## config.mk

```make
export PLATFORM = sky130hd
export DESIGN_NAME = qea_host_sequencer
export DESIGN_NICKNAME = d
export VERILOG_FILES = /design/src/rtl/qea_host_sequencer.sv
export SDC_FILE = /design/constraint.sdc
export NUM_CORES = 1
export LEC_CHECK = 0
export CORE_AREA = 2 2 396 398
export CTS_BUF_LIST = sky130_fd_sc_hd__clkbuf_16
export DETAILED_ROUTE_END_ITERATION = 12
export DIE_AREA = 0 0 398 400
export PLACE_DENSITY = 0.3
export SYNTH_ARGS = -nofsm -noshare
export SYNTH_HDL_FRONTEND = slang
export SYNTH_SLANG_ARGS = --single-unit
```

## constraint.sdc

```tcl
create_clock -name clk -period 12.05 [get_ports clk]
set_input_delay 1.205 -clock clk [delete_from_list [all_inputs] [get_ports clk]]
set_output_delay 1.205 -clock clk [all_outputs]
set_load 0.02 [all_outputs]
```

## src/rtl/qea_host_sequencer.sv

```systemverilog
// Host-side bring-up sequencer for one QEA instance: loads gate context, seeds the
// state RAM with a basis state, runs the engine, and streams the final state out.
module qea_host_sequencer #(
    parameter int PE_NUM_WIDTH            = 2,
    parameter int PE_NUM                  = 4,
    parameter int DATA_WIDTH              = 32,
    parameter int NUM_FRAC_BIT            = 30,
    parameter int MAX_QBIT_WIDTH          = 6,
    parameter int STATE_ADDR_WIDTH        = 16,
    parameter int GATE_CONTEXT_ADDR_WIDTH = 16,
    parameter int READ_LAT                = 1,
    parameter int CNT_WIDTH               = 32
) (
    input  logic                                     clk,
    input  logic                                     rst,
    input  logic                                     i_go,
    input  logic [MAX_QBIT_WIDTH-1:0]                i_qbit_num,
    input  logic [STATE_ADDR_WIDTH+PE_NUM_WIDTH-1:0] i_init_index,
    input  logic [GATE_CONTEXT_ADDR_WIDTH:0]         i_ctx_num,
    input  logic                                     i_ctx_valid,
    output logic                                     o_ctx_ready,
    input  logic [2*DATA_WIDTH-1:0]                  i_ctx_data,
    output logic                                     o_ctx_en,
    output logic                                     o_ctx_wea,
    output logic [GATE_CONTEXT_ADDR_WIDTH-1:0]       o_ctx_addr,
    output logic [2*DATA_WIDTH-1:0]                  o_ctx_data,
    output logic                                     o_state_ena,
    output logic                                     o_state_wea,
    output logic [STATE_ADDR_WIDTH-1:0]              o_state_addra,
    output logic [PE_NUM*2*DATA_WIDTH-1:0]           o_state_dina,
    output logic                                     o_start,
    input  logic                                     i_complete,
    input  logic [PE_NUM*2*DATA_WIDTH-1:0]           i_state_dout,
    output logic                                     o_rd_valid,
    input  logic                                     i_rd_ready,
    output logic [PE_NUM*2*DATA_WIDTH-1:0]           o_rd_data,
    output logic                                     o_rd_last,
    output logic                                     o_busy,
    output logic                                     o_done,
    output logic                                     o_error,
    output logic [CNT_WIDTH-1:0]                     o_cycle_count
);

    // state      | meaning
    // IDLE       | waiting for i_go
    // LOAD_CTX   | accepting context words into context RAM
    // INIT_STATE | writing the basis state, one word per cycle
    // START      | one-cycle start pulse to the QEA
    // RUN        | counting cycles until i_complete
    // READ_REQ   | issuing a state RAM read for word j
    // READ_WAIT  | covering the RAM read latency
    // READ_OUT   | presenting word j until the host takes it
    // DONE       | one-cycle completion pulse
    localparam logic [3:0] S_IDLE       = 4'd0;
    localparam logic [3:0] S_LOAD_CTX   = 4'd1;
    localparam logic [3:0] S_INIT_STATE = 4'd2;
    localparam logic [3:0] S_START      = 4'd3;
    localparam logic [3:0] S_RUN        = 4'd4;
    localparam logic [3:0] S_READ_REQ   = 4'd5;
    localparam logic [3:0] S_READ_WAIT  = 4'd6;
    localparam logic [3:0] S_READ_OUT   = 4'd7;
    localparam logic [3:0] S_DONE       = 4'd8;

    localparam int IDX_W  = STATE_ADDR_WIDTH + PE_NUM_WIDTH;
    localparam int WORD_W = PE_NUM * 2 * DATA_WIDTH;
    localparam int LAT_W  = $clog2(READ_LAT + 1);
    localparam logic [MAX_QBIT_WIDTH-1:0] QBIT_MIN = MAX_QBIT_WIDTH'(PE_NUM_WIDTH);
    localparam logic [MAX_QBIT_WIDTH-1:0] QBIT_MAX = MAX_QBIT_WIDTH'(IDX_W);
    localparam logic [GATE_CONTEXT_ADDR_WIDTH:0] CTX_MAX = {1'b1, {GATE_CONTEXT_ADDR_WIDTH{1'b0}}};
    localparam logic [DATA_WIDTH-1:0] ONE_REAL = DATA_WIDTH'(1) << NUM_FRAC_BIT;

    logic [3:0]                         r_state;
    logic [GATE_CONTEXT_ADDR_WIDTH:0]   r_ctx_num;
    logic [GATE_CONTEXT_ADDR_WIDTH-1:0] r_k;
    logic [STATE_ADDR_WIDTH-1:0]        r_j;
    logic [STATE_ADDR_WIDTH-1:0]        r_word_last;
    logic [STATE_ADDR_WIDTH-1:0]        r_init_word;
    logic [PE_NUM_WIDTH-1:0]            r_init_slot;
    logic [LAT_W-1:0]                   r_lat;
    logic [WORD_W-1:0]                  r_rd_data;
    logic [CNT_WIDTH-1:0]               r_cycle_count;
    logic                               r_error;

    logic                               w_cfg_bad;
    logic [MAX_QBIT_WIDTH-1:0]          w_shift;
    logic [STATE_ADDR_WIDTH:0]          w_words;
    logic [STATE_ADDR_WIDTH-1:0]        w_word_last;
    logic [GATE_CONTEXT_ADDR_WIDTH:0]   w_k_next;
    logic                               w_ctx_we;
    logic                               w_init_we;
    logic                               w_rd_req;
    logic                               w_j_last;
    logic [WORD_W-1:0]                  w_init_word;

    assign w_cfg_bad = (i_qbit_num < QBIT_MIN) || (i_qbit_num > QBIT_MAX) ||
                       ((i_init_index >> i_qbit_num) != '0) || (i_ctx_num > CTX_MAX);
    // W-1 for the largest configuration is all-ones in STATE_ADDR_WIDTH bits, so the
    // dropped top bit of w_words wraps correctly.
    assign w_shift     = i_qbit_num - QBIT_MIN;
    assign w_words     = {{STATE_ADDR_WIDTH{1'b0}}, 1'b1} << w_shift;
    assign w_word_last = w_words[STATE_ADDR_WIDTH-1:0] - 1'b1;
    assign w_k_next    = {1'b0, r_k} + 1'b1;

    assign w_ctx_we  = (r_state == S_LOAD_CTX) && i_ctx_valid;
    assign w_init_we = (r_state == S_INIT_STATE);
    assign w_rd_req  = (r_state == S_READ_REQ);
    assign w_j_last  = (r_j == r_word_last);

    // Slot 0 sits in the most significant lanes; real part is the upper half of a slot.
    always_comb begin
        w_init_word = '0;
        if (r_j == r_init_word) begin
            for (int p = 0; p < PE_NUM; p++) begin
                if (r_init_slot == PE_NUM_WIDTH'(p))
                    w_init_word[(PE_NUM-1-p)*2*DATA_WIDTH + DATA_WIDTH +: DATA_WIDTH] = ONE_REAL;
            end
        end
    end

    assign o_ctx_ready   = (r_state == S_LOAD_CTX);
    assign o_ctx_en      = w_ctx_we;
    assign o_ctx_wea     = w_ctx_we;
    assign o_ctx_addr    = w_ctx_we ? r_k : '0;
    assign o_ctx_data    = w_ctx_we ? i_ctx_data : '0;
    assign o_state_ena   = w_init_we | w_rd_req;
    assign o_state_wea   = w_init_we;
    assign o_state_addra = (w_init_we | w_rd_req) ? r_j : '0;
    assign o_state_dina  = w_init_we ? w_init_word : '0;
    assign o_start       = (r_state == S_START);
    assign o_rd_valid    = (r_state == S_READ_OUT);
    assign o_rd_data     = r_rd_data;
    assign o_rd_last     = (r_state == S_READ_OUT) && w_j_last;
    assign o_busy        = (r_state != S_IDLE) && (r_state != S_DONE);
    assign o_done        = (r_state == S_DONE);
    assign o_error       = r_error;
    assign o_cycle_count = r_cycle_count;

    always_ff @(posedge clk or posedge rst) begin
        if (rst) begin
            r_state       <= S_IDLE;
            r_ctx_num     <= '0;
            r_k           <= '0;
            r_j           <= '0;
            r_word_last   <= '0;
            r_init_word   <= '0;
            r_init_slot   <= '0;
            r_lat         <= '0;
            r_rd_data     <= '0;
            r_cycle_count <= '0;
            r_error       <= 1'b0;
        end else begin
            case (r_state)
                S_IDLE: if (i_go) begin
                    r_error       <= w_cfg_bad;
                    r_cycle_count <= '0;
                    r_ctx_num     <= i_ctx_num;
                    r_word_last   <= w_word_last;
                    r_init_word   <= i_init_index[IDX_W-1:PE_NUM_WIDTH];
                    r_init_slot   <= i_init_index[PE_NUM_WIDTH-1:0];
                    r_k           <= '0;
                    r_j           <= '0;
                    if (w_cfg_bad)
                        r_state <= S_DONE;
                    else if (i_ctx_num == '0)
                        r_state <= S_INIT_STATE;
                    else
                        r_state <= S_LOAD_CTX;
                end
                S_LOAD_CTX: if (i_ctx_valid) begin
                    r_k <= w_k_next[GATE_CONTEXT_ADDR_WIDTH-1:0];
                    if (w_k_next == r_ctx_num)
                        r_state <= S_INIT_STATE;
                end
                S_INIT_STATE: begin
                    if (w_j_last) begin
                        r_j     <= '0;
                        r_state <= S_START;
                    end else begin
                        r_j <= r_j + 1'b1;
                    end
                end
                S_START: r_state <= S_RUN;
                S_RUN: begin
                    if (r_cycle_count != '1)
                        r_cycle_count <= r_cycle_count + 1'b1;
                    if (i_complete)
                        r_state <= S_READ_REQ;
                end
                S_READ_REQ: begin
                    r_lat   <= LAT_W'(READ_LAT - 1);
                    r_state <= S_READ_WAIT;
                end
                S_READ_WAIT: begin
                    if (r_lat == '0) begin
                        r_rd_data <= i_state_dout;
                        r_state   <= S_READ_OUT;
                    end else begin
                        r_lat <= r_lat - 1'b1;
                    end
                end
                S_READ_OUT: if (i_rd_ready) begin
                    if (w_j_last) begin
                        r_state <= S_DONE;
                    end else begin
                        r_j     <= r_j + 1'b1;
                        r_state <= S_READ_REQ;
                    end
                end
                S_DONE:  r_state <= S_IDLE;
                default: r_state <= S_IDLE;
            endcase
        end
    end

endmodule
```

### After elaboration in Yosys (flattened, before gate mapping)

Cells that the tools add are included.

* $add $sub $neg: 6
* $lt $le $gt $ge: 3
* equality and inequality tests: 25
* shift operators: 2
* muxes and demuxes: 35
* bitwise gates (word level): 2
* reduce and logical (&&, ||, !) cells: 21

Operators by type and width (count)
* $mux W256: 1
* $mux W31: 8
* $mux W16: 7
* $mux W32: 2
* $mux W64: 1
* $pmux W32 S2: 1
* $pmux W16 S3: 1
* $mux W4: 9
* $add A32 B1 Y32 const B: 1
* $eq A16 B16 Y1: 2
* $ne A32 B32 Y1 const B: 1
* $pmux W16 S2: 1
* $pmux W4 S8: 1
* $reduce_bool A18 Y1: 1
* $shr A18 B6 Y18: 1
* $add A16 B1 Y17 const B: 1
* $eq A17 B17 Y1: 1
* $gt A17 B17 Y1 const B: 1
* $logic_not A17 Y1: 1
* $add A16 B1 Y16 const B: 1
* $eq A4 B3 Y1 const B: 4
* $shl A1 B6 Y16 const A: 1
* $sub A16 B1 Y16 const B: 1
* $ne A2 B2 Y1 const B: 6
* 27 further kinds: 39

* flip-flop bits (word level): 377
* input port bits: 367
* logic and storage cells: 105

### Depth between registers and ports, before layout

Gate-level depths: netlist of run 1.

* word-level depth: 7
* mapped depth: 15
* gate-level depth less buffers: 13

### Worst setup path before layout of run 1

No wires, ideal clock.

* path type: input port to flip-flop
* start point: in i_qbit_num[1]
* end point: reg r_word_last[4]
* arrival time: 3723 ps
* required time: 11967 ps
* setup slack: 8244 ps
* cell stages on the path: 12
* path buffers: 1
* cell sequence: clkbuf_1 > inv_1 > ha_1 > nor4b_1 > a31o_2 > nor2b_1 > nand3_1 > ha_1 > or4_1 > a21oi_1 > a21oi_1 > o21ai_0

* cells in the longest elaborated chain, start to end: 3

RTL lines
* start, declared: RTL line 17 `input logic [MAX_QBIT_WIDTH-1:0] i_qbit_num,`
* $sub A6 B2 Y6: RTL line 99 `assign w_shift = i_qbit_num - QBIT_MIN;`
* $shl A1 B6 Y16: RTL line 100 `assign w_words = {{STATE_ADDR_WIDTH{1'b0}}, 1'b1} << w_shift;`
* $sub A16 B1 Y16: RTL line 101 `assign w_word_last = w_words[STATE_ADDR_WIDTH-1:0] - 1'b1;`
* end signal, assigned: RTL line 157 `r_word_last <= w_word_last;`
* end, declared: RTL line 76 `logic [STATE_ADDR_WIDTH-1:0] r_word_last;`

Every way passes these cells.
A chain may end at the register's enable or synchronous reset.

### Worst setup path in the final report of run 1

* start point: reg r_state[0]
* end point: out o_ctx_wea

* cells in the longest elaborated chain, start to end: 2

RTL lines
* start, declared: RTL line 72 `logic [3:0] r_state;`
* start signal, assigned: RTL line 140 `r_state <= S_IDLE;`
* start signal, assigned: RTL line 163 `r_state <= S_DONE;`
* start signal, assigned: RTL line 165 `r_state <= S_INIT_STATE;`
* $eq A4 B1 Y1: RTL line 104 `assign w_ctx_we = (r_state == S_LOAD_CTX) && i_ctx_valid;`
* $logic_and A1 B1 Y1: RTL line 104
* end, declared: RTL line 24 `output logic o_ctx_wea,`

Every way passes these cells.

==> results of run 1 <==
-- layout by cell type, fill, tap and decap left out, types with 20 or more instances in the layout --
cell type,n
a21oi_1,41
and2_1,20
and3_1,90
clkbuf_16,55
clkdlybuf4s50_1,764
conb_1,252
dfrtp_1,376
inv_1,37
mux2_2,258
nand2_1,165
nand3_1,33
nand4_1,21
nor2_1,90
nor3_1,22
o21ai_0,61
xnor2_1,65
xor2_1,28
-- path summary, 6_finish.rpt --
kind                                          start                            end  slack (ps)  cells after the start
max                          r_state[0]$_DFFE_PP0P_                      o_ctx_wea        6800                      6
min                        r_ctx_num[9]$_DFFE_PP0P_       r_ctx_num[9]$_DFFE_PP0P_         500                      2
max reg2reg                  r_state[1]$_DFFE_PP0P_  o_cycle_count[19]$_DFFE_PP0P_        8390                      7
min in group asynchronous                       rst     o_rd_data[152]$_DFFE_PP0N_        1090                      2
min reg2reg                r_ctx_num[9]$_DFFE_PP0P_       r_ctx_num[9]$_DFFE_PP0P_         500                      2
max in group asynchronous                       rst     r_init_word[3]$_DFFE_PP0P_        8800                      4
-- kinds of logic after synthesis --
logic type / share of synthesized area (%)
and+or+nand+nor: 12.8
muxes: 15.5
adders and majority gates: 0.327
other: 0.0196
xor gates and xnor gates: 4.26
DFF: 49.3
buffers and inverters: 12.5
AOI/OAI and AO/OA: 5.43
-- flip-flops by register name (all words and copies together) (netlist names) --
signal	count
r_ctx_num	17
o_rd_data	256
o_cycle_count	32
r_k	16
r_init_word	16
r_word_last	16
r_state	4
o_error	1
r_init_slot	2
r_j	16
-- routing by layer --
| metal | GRT usage [%] | vias to the layer above |
|---|---|---|
| met3 | 6.90 | 177 |
| met1 | 10.7 | 7416 |
| met5 | 0 | - |
| li1 | - | 7087 |
| met4 | 2.91 | 74 |
| met2 | 19.8 | 676 |
-- layout make-up --
type | instances | share of cell area (%)
Tap cell | 2058 | 8.62
Antenna cell | 7 | 0.0586
Sequential cell | 376 | 31.5
Inverter | 23 | 0.314
Multi-Input combinational cell | 1277 | 27.7
Timing Repair Buffer | 783 | 26.2
Clock inverter | 44 | 1.05
Clock buffer | 55 | 4.61
-- through the flow --
| step | instances | power, mW |
|---|---|---|
| global placement | 4517 | 4.34 |
| global route | 4616 | 6.16 |
| finish | 4623 | 5.79 |
| CTS | 4616 | 5.98 |
| floorplan | 2031 | 3.09 |
| detailed placement | 4517 | 4.32 |
-- synth_stat cells, drive strengths merged, types with 28 or more instances --
master  count
and3       90
mux2      259
nand2     166
nand3      35
nor2       91
o21ai      62
xor2       28
a21oi      41
clkbuf     93
xnor2      65
dfrtp     376
buf       262
-- where the power goes --
group	total (mW)	switching [mW]	internal (mW)
combinational	2.27	1.22	1.05
sequential	1.95	0.284	1.66
clock	1.57	0.698	0.870
total	5.79	2.21	3.58
-- critical path, delay by kind of cell, from the launching register on --
| family | cells | cell delay, ps |
|---|---|---|
| buffers and inverters | 3 | 1800 |
| and+or+nand+nor | 3 | 930 |
| DFF | 1 | 600 |
==> results.tsv, run 1 <==
metric	value	unit
grt_pass1_wl	126000	µm
ys_warn_count	0	
tritoncts	done	
nets	2888	
place_hpwl	72300	µm
cts_resized	0	
wirelength_met1	30600	µm
multi_input_area	8280	µm²
crit_path_end_kind	output pin	
die_area	159000	µm²
setup_tns	0	ps
final_antenna_net_count	0	
crit_slowest_cell	clkdlybuf4s50_1	
cts_max_path_buffers	3	
dr_wl_met3	12700	µm
synth_area_leaders	dfrtp_1 (49%), mux2_2 (15%), buf_4 (9.9%)	
post-place-ws	6650	ps
finalCritPeriodShare	43.6	%
path_clk_slew	50	ps
yosysTopAreaCell	dfrtp_1	
synth_seq_cells	376	
drc	0	
post_cts_buffers	0	
ctsHoldBuffers	0	
final_area	29900	µm²
slew_violations	0	
drive_gt1_share	14.3	%
outcome	complete, no violations	
drt_iter0_markers	518	
antenna_found_initial	49	
clock_latency	680	ps
initial_core_util	12.3	%
timing.final.ws_setup	6800	ps
start_kind	flip-flop	
io-pin-count	1018	
h-tree-depth	2	
hold_ws	496	ps
hp-class	flip-flop to flip-flop	
setup_violations	0	
clock-sinks	376	
final-seq-area	9410	µm²
die_y	400	µm
p_per_area	194	nW/µm²
placed_area	28200	µm²
relSlewSlack	28.0	%
critical_path.cell_chain	nand2b_1 > nor3_2 > buf_4 > nand2_1 > inv_2 > clkdlybuf4s50_1	
ys.flop_type	dfrtp_1	
synth_edf_count	0	
row_count	145	
cp.required	10850	ps
synth_seq_area_share	49.3	%
skew	62.3	ps
path_max_fanout	83	
drtPass1Iterations	5	
route.top_layer_used	met5	
route.met2.wl	47100	µm
async_reset_ff_share	100	%
fp.dieW	398	µm
numCtsBuffers	55	
overflow	0	
nFillCells	17200	
grt_max_degree	125	
p_leak	13.0	nW
hold_viol	0	
crit_type	flip-flop to output pin	
core_area	155000	µm²
synth_top_area_share	49.3	%
syn2layout_area_growth	56.4	%
viasPerCell	3.34	
vdd_drop_max	118	µV
layout_min_cycle_time	5250	ps
yosysUniqueCellTypes	64	
root_buffer	clkbuf_16	
vias	15400	
gp_congestion	0.724	
synthCells	1780	
rsz0062_at_grt	false	
maxCapViolCount	0	
grtUsageTotal	11.1	%
synth_area	19100	µm²
avgSynthCellArea	10.7	µm²
drt-wirelength-per-cell	20.1	µm
max_stage_delay	760	ps
final_util	19.3	%
io_buffer_count	765	
routed_wl	92900	µm
max_freq	190	MHz
worst_pin_slew	1080	ps
cp.arrival	4050	ps
grt_pass1_vias	15900	
Note: power is estimated with default switching activity, not from simulation.
==> run 2, diff against run 1 <==
--- a/config.mk
+++ b/config.mk
@@ -5,10 +5,10 @@
 export SDC_FILE = /design/constraint.sdc
 export NUM_CORES = 1
 export LEC_CHECK = 0
-export CORE_AREA = 2 2 396 398
+export CORE_AREA = 2 2 402 404
 export CTS_BUF_LIST = sky130_fd_sc_hd__clkbuf_16
 export DETAILED_ROUTE_END_ITERATION = 12
-export DIE_AREA = 0 0 398 400
+export DIE_AREA = 0 0 404 406
 export PLACE_DENSITY = 0.3
 export SYNTH_ARGS = -nofsm -noshare
 export SYNTH_HDL_FRONTEND = slang
==> constraint.sdc (replaced) <==
create_clock -name clk -period 4.98 [get_ports clk]
set_input_delay 0.498 -clock clk [delete_from_list [all_inputs] [get_ports clk]]
set_output_delay 0.498 -clock clk [all_outputs]
set_load 0.02 [all_outputs]
==> run 2 against run 1 <==
Against the previous run:
- global-route usage is 0.069 points higher
- utilization decreased by 0.45 points
- combinational power rose by 140%
- die area up 3.0%
- register-to-register slack lost 6700 ps
- clock skew fell by 21 ps
- worst hold slack got worse by 160 ps
- routed wire length is 2.7% higher
- largest power group unchanged
==> results.tsv, run 2 (synthesis gave the netlist of run 1 again) <==
metric	value	unit	change
outcome	complete, no violations		unchanged
start_kind	flip-flop		unchanged
skew	41.1	ps	was 62.3 ps
root_buffer	clkbuf_16		unchanged
drive_gt1_share	14.5	%	was 14.3%
syn2layout_area_growth	57.2	%	was 56.4%
layout_min_cycle_time	3770	ps	
p_per_area	469	nW/µm²	was 194 nW/µm²
max_stage_delay	670	ps	was 760 ps
rr_worst_depth	9		was 7
p_leak	13.0	nW	about the same
initial_core_util	12.0	%	was 12.3%
post_cts_buffers	0		unchanged
seq_power_share	33.4	%	was 33.7%
place_hpwl	75100	µm	was 72300 µm
dp.cells	4553		was 4517
cp-startpoint	r_state[0]$_DFFE_PP0P_		unchanged
io-pin-count	1018		unchanged
critical_path.cell_chain	nand2b_1 > nor3_2 > nand2_1 > inv_2 > clkdlybuf4s50_1		was nand2b_1 > nor3_2 > buf_4 > nand2_1 > inv_2 > clkdlybuf4s50_1
nFillCells	17600		was 17200
nets	2895		was 2888
antenna_found_initial	46		was 49
totalPowerFinal	14.1	mW	was 5.79 mW
core_area	160000	µm²	was 155000 µm²
vias	15500		was 15400
r2r_start	r_k[0]$_DFFE_PP0P_		was r_state[1]$_DFFE_PP0P_
overflow	0		unchanged
grt_max_degree	117		was 125
drc	0		unchanged
largest_reg_flops	256		unchanged
switching_share	38.1	%	about the same
final_antenna_net_count	0		unchanged
worst_pin_slew	1160	ps	was 1080 ps
grtUsageTotal	11.2	%	was 11.1%
cts_resized	0		unchanged
vdd_drop_max	259	µV	was 118 µV
h-tree-depth	2		unchanged
clock-sinks	376		unchanged
hp-class	primary input to async pin		was flip-flop to flip-flop
crit_path_end_kind	output pin		unchanged
final_cell_mix	clkdlybuf4s50_1 (764), dfrtp_1 (376), mux2_2 (258)		unchanged
final_common_cell	clkdlybuf4s50_1		unchanged
crit_type	flip-flop to output pin		unchanged
r2r-end	r_state[0]$_DFFE_PP0P_		was o_cycle_count[19]$_DFFE_PP0P_
routed_wl	95400	µm	was 92900 µm
viasPerCell	3.34		about the same
setup_violations	0		unchanged
hold_viol	0		unchanged
die_y	406	µm	was 400 µm
ff2ff_setup_slack	1710	ps	was 8390 ps
clock_latency	650	ps	was 680 ps
power_frac_comb	39.5	%	was 39.3%
path_clk_slew	60	ps	was 50 ps
grt_pass1_wl	131000	µm	was 126000 µm
maxCapViolCount	0		unchanged
cts_max_path_buffers	3		unchanged
cp.arrival	3270	ps	was 4050 ps
p_clk_share	27.1	%	about the same
row_count	147		was 145
drt_iter0_markers	550		was 518
drt-wirelength-per-cell	20.5	µm	was 20.1 µm
cp.required	4480	ps	was 10850 ps
ctsHoldBuffers	0		unchanged
p_int	8.72	mW	was 3.58 mW
tritoncts	done		unchanged
rsz0062_at_grt	false		unchanged
drtPass1Iterations	5		unchanged
slew_violations	0		unchanged
path_max_fanout	16		was 83
gp_congestion	0.742		was 0.724
die_area	164000	µm²	was 159000 µm²
power_switching	5.36	mW	was 2.21 mW
cp-endpoint	o_ctx_wea		unchanged
fp.dieW	404	µm	was 398 µm
finalCritPeriodShare	75.6	%	
max_freq	265	MHz	
crit_slowest_cell	clkdlybuf4s50_1		unchanged
numCtsBuffers	54		was 55
relSlewSlack	22.1	%	was 28.0%
grt_pass1_vias	16100		was 15900
io_buffer_count	765		unchanged
finalNonFillerCells	4662		was 4623
[run 2: cell types whose count changed in the layout (fill, tap and decap cells not counted)]
cell	previous run	this run
buf_12	2	7
diode_2	7	12
buf_4	16	19
clkinvlp_4	1	4
clkinv_4	2	0
bufinv_16	2	3
clkinv_1	10	9
clkinv_16	2	1
clkinv_2	10	9
inv_8	1	0
[run 2: metrics by stage]
| step | setup WS [ps] | utilization, % | area [µm²] | TNS (ps) | hold slack, ps |
|---|---|---|---|---|---|
| 5_1_grt | 950 | 18.8 | 30000 | 0 | 342 |
| 4_1_cts | 1040 | 18.8 | 30000 | 0 | 312 |
| 3_5_place_dp | 886 | 17.7 | 28300 | 0 | 486 |
| 2_1_floorplan | -568 | - | 20100 | -213600 | 465 |
| 3_3_place_gp | 902 | 17.7 | 28300 | 0 | 473 |
| 6_report | 1210 | 18.8 | 30000 | 0 | 339 |
[run 2: routing by layer]
layer  up-vias  track usage, %  part of all wire (%)
met1      7523            11.2                    34
met2       713            20.2                    51
met5         -               0                  0.43
met3       146            6.23                    12
li1       7102               -                     -
met4        64            2.58                   2.0
[run 2: layout make-up]
| type | instances | area, µm² | share of cell area, % |
|---|---|---|---|
| repair buffers | 791 | 7940 | 26.4 |
| inverters | 23 | 90.1 | 0.300 |
| well taps | 2086 | 2610 | 8.69 |
| diodes | 12 | 30.0 | 0.100 |
| clock buffers | 55 | 1380 | 4.58 |
| clock inverters | 42 | 302 | 1.00 |
| multi-input cells | 1277 | 8280 | 27.6 |
| flip-flops and latches | 376 | 9410 | 31.3 |
[run 2: worst min path at each step]
stage / to / cells past startpoint / slack [ps]
after floorplan: r_ctx_num[10]$_DFFE_PP0P_ / 2 / 470
after global placement: o_error$_DFFE_PP0P_ / 2 / 470
after detailed placement: r_init_word[10]$_DFFE_PP0P_ / 2 / 490
after CTS: o_rd_data[220]$_DFFE_PP0N_ / 3 / 310
after global routing: o_rd_data[225]$_DFFE_PP0N_ / 3 / 340
final: o_rd_data[225]$_DFFE_PP0N_ / 3 / 340
[run 2: power by group through the flow]
stage / combinational (mW) / sequential [mW] / clock (mW)
finish: 5.56 / 4.70 / 3.81
CTS: 5.77 / 4.73 / 4.02
detailed placement: 5.75 / 4.76 / 0
floorplan: 1.97 / 5.51 / 0
global route: 5.98 / 4.86 / 4.13
global placement: 5.80 / 4.76 / 0
[run 2: critical path, delay by kind of cell (launching register included)]
family | cells | cell delay, ps
buffers and inverters | 2 | 1010
flip-flops | 1 | 630
AND/OR/NAND/NOR | 3 | 990
